**src/rtl/led_pulse_ctrl_if.sv**
```systemverilog
// LED pulse controller bus: per-channel triggers and blink counts in, LED drive and busy flags out.
interface led_pulse_ctrl_if #(
  parameter int CH_NUM = 4,
  parameter int BN_W   = 4
);
  logic [CH_NUM-1:0]      trig;
  logic [CH_NUM*BN_W-1:0] blink_num;
  logic [CH_NUM-1:0]      led;
  logic [CH_NUM-1:0]      busy;

  modport master (
    output trig,
    output blink_num,
    input  led,
    input  busy
  );

  modport slave (
    input  trig,
    input  blink_num,
    output led,
    output busy
  );
endinterface

```
**src/rtl/led_pulse_ctrl.sv**
```systemverilog
// Multi-channel LED blink-burst controller: trig rising edge plays blink_num ON/OFF blinks per channel.
// Optional macro LED_ACTIVE_LOW_EN inverts the led outputs for active-low LED pins.
module led_pulse_ctrl #(
  parameter int CH_NUM  = 4,
  parameter int CNT_W   = 23,
  parameter int ON_CYC  = 4_000_000,
  parameter int OFF_CYC = 1_000_000,
  parameter int BN_W    = 4
) (
  input  logic         sys_clk,
  input  logic         sys_rst,
  led_pulse_ctrl_if.slave bus
);

`ifdef LED_ACTIVE_LOW_EN
  localparam logic LED_ON = 1'b0;
`else
  localparam logic LED_ON = 1'b1;
`endif
  localparam logic LED_OFF = ~LED_ON;

  localparam logic [CNT_W-1:0] ON_LOAD  = CNT_W'(ON_CYC - 1);
  localparam logic [CNT_W-1:0] OFF_LOAD = CNT_W'(OFF_CYC - 1);

  typedef enum logic [1:0] {
    ST_IDLE = 2'd0,
    ST_ON   = 2'd1,
    ST_OFF  = 2'd2
  } state_t;

  logic [CH_NUM-1:0] led_q;
  logic [CH_NUM-1:0] busy_q;

  for (genvar gi = 0; gi < CH_NUM; gi++) begin : g_ch
    logic            trig_d0_reg;
    logic            trig_d1_reg;
    logic            pos;
    logic [BN_W-1:0] bn_sel;
    state_t          state_reg;
    logic [CNT_W-1:0] cnt_reg;
    logic [BN_W-1:0] rem_reg;
    logic            led_reg;
    logic            busy_reg;

    assign pos    = trig_d0_reg & ~trig_d1_reg;
    assign bn_sel = bus.blink_num[gi*BN_W +: BN_W];

    always_ff @(posedge sys_clk or posedge sys_rst) begin
      if (sys_rst) begin
        trig_d0_reg <= 1'b0;
        trig_d1_reg <= 1'b0;
      end else begin
        trig_d0_reg <= bus.trig[gi];
        trig_d1_reg <= trig_d0_reg;
      end
    end

    // A fresh edge always takes priority over the phase-end transition.
    always_ff @(posedge sys_clk or posedge sys_rst) begin
      if (sys_rst) begin
        state_reg <= ST_IDLE;
        cnt_reg   <= '0;
        rem_reg   <= '0;
        led_reg   <= LED_OFF;
        busy_reg  <= 1'b0;
      end else if (pos) begin
        rem_reg <= bn_sel;
        if (bn_sel != '0) begin
          state_reg <= ST_ON;
          cnt_reg   <= ON_LOAD;
          led_reg   <= LED_ON;
          busy_reg  <= 1'b1;
        end else begin
          state_reg <= ST_IDLE;
          cnt_reg   <= '0;
          led_reg   <= LED_OFF;
          busy_reg  <= 1'b0;
        end
      end else begin
        case (state_reg)
          ST_ON: begin
            if (cnt_reg == '0) begin
              state_reg <= ST_OFF;
              cnt_reg   <= OFF_LOAD;
              led_reg   <= LED_OFF;
              if (rem_reg != '0) begin
                rem_reg <= rem_reg - BN_W'(1);
              end
            end else begin
              cnt_reg <= cnt_reg - CNT_W'(1);
            end
          end
          ST_OFF: begin
            if (cnt_reg == '0) begin
              if (rem_reg == '0) begin
                state_reg <= ST_IDLE;
                busy_reg  <= 1'b0;
              end else begin
                state_reg <= ST_ON;
                cnt_reg   <= ON_LOAD;
                led_reg   <= LED_ON;
              end
            end else begin
              cnt_reg <= cnt_reg - CNT_W'(1);
            end
          end
          default: begin
            state_reg <= ST_IDLE;
            led_reg   <= LED_OFF;
            busy_reg  <= 1'b0;
          end
        endcase
      end
    end

    assign led_q[gi]  = led_reg;
    assign busy_q[gi] = busy_reg;
  end

  assign bus.led  = led_q;
  assign bus.busy = busy_q;

endmodule
```
**src/flat_wrapper.sv**
```systemverilog
// flat-port wrapper written by rule: the top's interface ports become plain ports
module led_pulse_ctrl_flat 
#(
  parameter int CH_NUM  = 4,
  parameter int CNT_W   = 23,
  parameter int ON_CYC  = 4_000_000,
  parameter int OFF_CYC = 1_000_000,
  parameter int BN_W    = 4
)
  (sys_clk, sys_rst, bus_trig, bus_blink_num, bus_led, bus_busy);
  led_pulse_ctrl_if #(.CH_NUM(CH_NUM), .BN_W(BN_W)) bus_i ();
  input  logic sys_clk;
  input  logic sys_rst;
  input wire logic [$bits(bus_i.trig)-1:0] bus_trig;
  input wire logic [$bits(bus_i.blink_num)-1:0] bus_blink_num;
  output wire logic [$bits(bus_i.led)-1:0] bus_led;
  output wire logic [$bits(bus_i.busy)-1:0] bus_busy;
  assign bus_i.trig = bus_trig;
  assign bus_i.blink_num = bus_blink_num;
  assign bus_led = bus_i.led;
  assign bus_busy = bus_i.busy;
  led_pulse_ctrl #(.CH_NUM(CH_NUM), .CNT_W(CNT_W), .ON_CYC(ON_CYC), .OFF_CYC(OFF_CYC), .BN_W(BN_W)) u_core (.sys_clk(sys_clk), .sys_rst(sys_rst), .bus(bus_i));
endmodule
```
**config.mk**
```make
export PLATFORM = sky130hd
export DESIGN_NAME = led_pulse_ctrl_flat
export DESIGN_NICKNAME = d
export VERILOG_FILES = /design/src/rtl/led_pulse_ctrl_if.sv /design/src/rtl/led_pulse_ctrl.sv /design/src/flat_wrapper.sv
export SDC_FILE = /design/constraint.sdc
export NUM_CORES = 1
export LEC_CHECK = 0
export BUFFER_PORTS_ARGS = -buffer_cell sky130_fd_sc_hd__buf_4
export CAP_MARGIN = 20
export CELL_PAD_IN_SITES_DETAIL_PLACEMENT = 1
export CELL_PAD_IN_SITES_GLOBAL_PLACEMENT = 1
export CORE_MARGIN = 3
export CORE_UTILIZATION = 41
export CTS_BUF_LIST = sky130_fd_sc_hd__clkbuf_8
export DETAILED_ROUTE_END_ITERATION = 7
export PLACE_DENSITY = 0.76
export SLEW_MARGIN = 20
export SYNTH_ARGS = -nofsm -noshare
export SYNTH_HDL_FRONTEND = slang
export SYNTH_SLANG_ARGS = --single-unit
```
**constraint.sdc**
```tcl
create_clock -name sys_clk -period 3.6 [get_ports sys_clk]
set_clock_uncertainty 0.05 [all_clocks]
set_input_delay 0.18 -clock sys_clk [delete_from_list [all_inputs] [get_ports sys_clk]]
set_output_delay 0.18 -clock sys_clk [all_outputs]
set_load 0.01 [all_outputs]
```
==> results.md <==
Worst setup path
• **register-to-register setup slack** 0.73 ns
• **Worst Setup Path Type** register to register
• **required time of the critical path** 3.93 ns
• **endpoint type of the worst setup path** register
• **crit path to** u_core.g_ch[3].cnt_reg[7]
• **r2r worst-path depth** 5
• **combined buffer and inverter count along the critical path** 0
• **signal arrival time at the worst endpoint** 3.20 ns
• **Largest delay share family, worst path** simple AND/OR/NAND/NOR gates
• **worst flop-to-flop path startpoint** u_core.g_ch[3].cnt_reg[4]
• **Max Fanout on Critical Path** 10
• **Max stage delay on crit path** 0.78 ns
• **launching instance or port of the critical path** u_core.g_ch[3].cnt_reg[4]
• **startpoint kind of the worst setup timing path** register
• **cells along the critical path** nor4_1, nand4b_1, o31ai_1, o21ai_0, o211ai_1
• **reg-to-reg endpoint** u_core.g_ch[3].cnt_reg[7]
• **number of gates on the worst path with buffers counted** 5
• **slowest CP cell** sky130_fd_sc_hd__o31ai_1

Global routing
• **maximum number of pins on one net before global-route repair** 133
• **number of antenna violations at the first check in global routing** 0
• **number of global-route vias before repair** 8,167
• **wire length of the first global-routing pass** 41,700 um
• **Remaining Overflow, GRT** 0
• **Total Routing Usage GR** 0.230

Drt
• **wirelength, routed** 24,400 um
• **Avg Vias per Cell** 6.22
• **routed wire length per instance** 19.4 um
• **count of TritonRoute iterations in the first routing pass** 5
• **final antenna-violating net count** 0
• **detailed-route via count** 7,842
• **Remaining DRCs** 0
• **Iter 0 DRT Violations** 591

Clock tree
• **Setup Fix Bufs, Post-CTS** 0
• **H-tree depth reported by CTS** 4
• **post-CTS sizing** 0
• **worst-skew pair later-pin latency** 0.46 ns
• **TritonCTS clock tree** yes
• **Hold Buf Count CTS** 21
• **clock buffer depth** 2
• **clock sink total** 132
• **TritonCTS Buffers** 17
• **clock transition at the register clock pins on the worst setup and hold paths after CTS** 0.09 ns
• **CTS root buffer** sky130_fd_sc_hd__clkbuf_8

Die
• **starting density of the core** 0.420
• **horizontal extent of the die** 148 um
• **core area** 19,700 sq um
• **Placement Rows** 51
• **number of top-level pins** 30
• **Total Die Area** 21,900 sq um
• **Die Ht** 148 um

Yosys
• **mean instance size in the synthesized netlist** 8.75 sq um
• **count of state elements after synthesis** 132
• **top cells by area, synth** sky130_fd_sc_hd__dfrtp_1 40%, sky130_fd_sc_hd__o21ai_0 4.3%, sky130_fd_sc_hd__a21oi_1 3.5%, sky130_fd_sc_hd__nand2_1 3.1%, sky130_fd_sc_hd__ha_1 3.0%
• **post-synth cell types** 79
• **synthesized area** 8260 sq um
• **synthesis warning total** 0
• **most frequently used cell type in the post-synthesis netlist** sky130_fd_sc_hd__dfrtp_1
• **Post-synth EDFFs** 0
• **most used flip-flop cell after synthesis** sky130_fd_sc_hd__dfrtp_1
• **number of standard cells after synthesis** 944
• **sequential fraction of the synthesis area** 0.400
• **share of Yosys cell area claimed by the top area cell type** 0.400
• **top post-synthesis cells by count** 132 x sky130_fd_sc_hd__dfrtp_1, 71 x sky130_fd_sc_hd__o21ai_0, 68 x sky130_fd_sc_hd__nand2_1, 66 x sky130_fd_sc_hd__nor2_1, 57 x sky130_fd_sc_hd__a21oi_1
• **biggest area consumer among synthesized cells** sky130_fd_sc_hd__dfrtp_1
• **Synth async-reset ratio** 1.00
• **Syn Nets** 986

Cells and area
• **fraction of final layout cells sized beyond drive strength 1** 0.120
• **count of filler cells inserted in the layout** 2,362
• **Area growth, synth to finish** 13.9%
• **number of flip-flops under the largest register name** 92
• **share of the core filled with cells in the final layout** 0.479
• **FF/Latch Area** 3300 sq um
• **combined area of the multi-input logic cells** 4500 sq um
• **net total in the final layout** 1,024
• **Non-Filler Instances** 1,260
• **count of inserted antenna diode cells** 0

STA
• **Max-slew headroom** 0.341
• **count of endpoints failing setup in the final report** 0
• **final clock period utilization by the worst path** 0.798
• **final hold viol count** 0
• **unrepaired setup endpoints after global routing** false
• **final total negative setup slack** 0 ns
• **Peak Freq** 0.348 GHz
• **measured slew at the worst slew-check pin** 0.988 ns
• **Max Slew Vio Count** 0
• **Final min period** 2.87 ns
• **worst setup slack after layout** 0.728 ns

Status
• **outcome** finished clean

Pwr
• **leakage** 3.63 nW
• **worst vdd rail ir drop** 219 uV
• **pwr dens** 449 nW/um^2

Placement
• **placed instance count** 1,207
• **Setup WS pre-CTS** 0.817 ns
• **Port-buffer cells** 29
• **half-perimeter wire length of the detailed placement result** 16,300 um
• **weighted congestion at the end of routability-driven global placement** 0.845

Job
• **max-cap violation count** 0

Hold path
• **class of the tightest hold or removal check** primary input to register

==> per-stage QoR <==
step           hold WS, ns  power (W)  instance area (sq um)
2_1_floorplan        0.161    0.00250                   8260
3_3_place_gp         0.240    0.00272                   8740
3_5_place_dp         0.241    0.00276                   8740
4_1_cts              0.290    0.00425                   9410
5_1_grt              0.303    0.00446                   9410
6_report             0.310    0.00423                   9410
==> cell type report <==
type,count,share of cell area
well taps,265,0.0352
multi-input cells,708,0.479
clock inverters,10,0.0161
clock buffers,22,0.0322
inverters,47,0.0192
flip-flops and latches,132,0.351
repair buffers,76,0.0676
==> placed cells by master, fill, tap and decap left out, types with 15 or more instances in the layout <==
cell,n
sky130_fd_sc_hd__a211oi_1,18
sky130_fd_sc_hd__a21oi_1,57
sky130_fd_sc_hd__a31oi_1,32
sky130_fd_sc_hd__buf_4,54
sky130_fd_sc_hd__clkbuf_8,22
sky130_fd_sc_hd__dfrtp_1,132
sky130_fd_sc_hd__dlygate4sd3_1,21
sky130_fd_sc_hd__ha_1,20
sky130_fd_sc_hd__inv_1,47
sky130_fd_sc_hd__nand2_1,68
sky130_fd_sc_hd__nand3_1,33
sky130_fd_sc_hd__nor2_1,66
sky130_fd_sc_hd__nor3_1,45
sky130_fd_sc_hd__nor4_1,31
sky130_fd_sc_hd__o21ai_0,71
sky130_fd_sc_hd__o22ai_1,15
==> where the power goes <==
group	switching (W)	leakage [nW]	total, W	internal (W)
combinational	0.000484	1.82	0.000838	0.000354
sequential	0.000247	1.58	0.00192	0.00167
clock	0.000628	0.236	0.00147	0.000841
==> worst min-delay path by stage <==
stage / start / end / cells past startpoint
after floorplan: bus_trig[0] / u_core.g_ch[0].trig_d0_reg / 0
after global placement: bus_trig[1] / u_core.g_ch[1].trig_d0_reg / 1
after detailed placement: bus_trig[3] / u_core.g_ch[3].trig_d0_reg / 1
after CTS: bus_trig[1] / u_core.g_ch[1].trig_d0_reg / 2
after global routing: bus_trig[2] / u_core.g_ch[2].trig_d0_reg / 2
final: bus_trig[2] / u_core.g_ch[2].trig_d0_reg / 2
==> cells by family after synthesis <==
logic type / Yosys count / share of synthesized area
AO/OA/AOI/OAI: 329 / 0.269
XOR/XNOR: 13 / 0.0138
buffers and inverters: 104 / 0.0548
adder cells (fa/ha/maj): 20 / 0.0303
flip-flops: 132 / 0.400
multiplexers: 8 / 0.0103
AND/OR/NAND/NOR: 338 / 0.222
==> per-layer routing <==
layer  GRT usage  part of all wire
met1       0.309              0.46
met2       0.386              0.49
met3      0.0392             0.032
met4      0.0647             0.015
met5           0                 0
No activity file was read; power rests on OpenSTA's default activity.
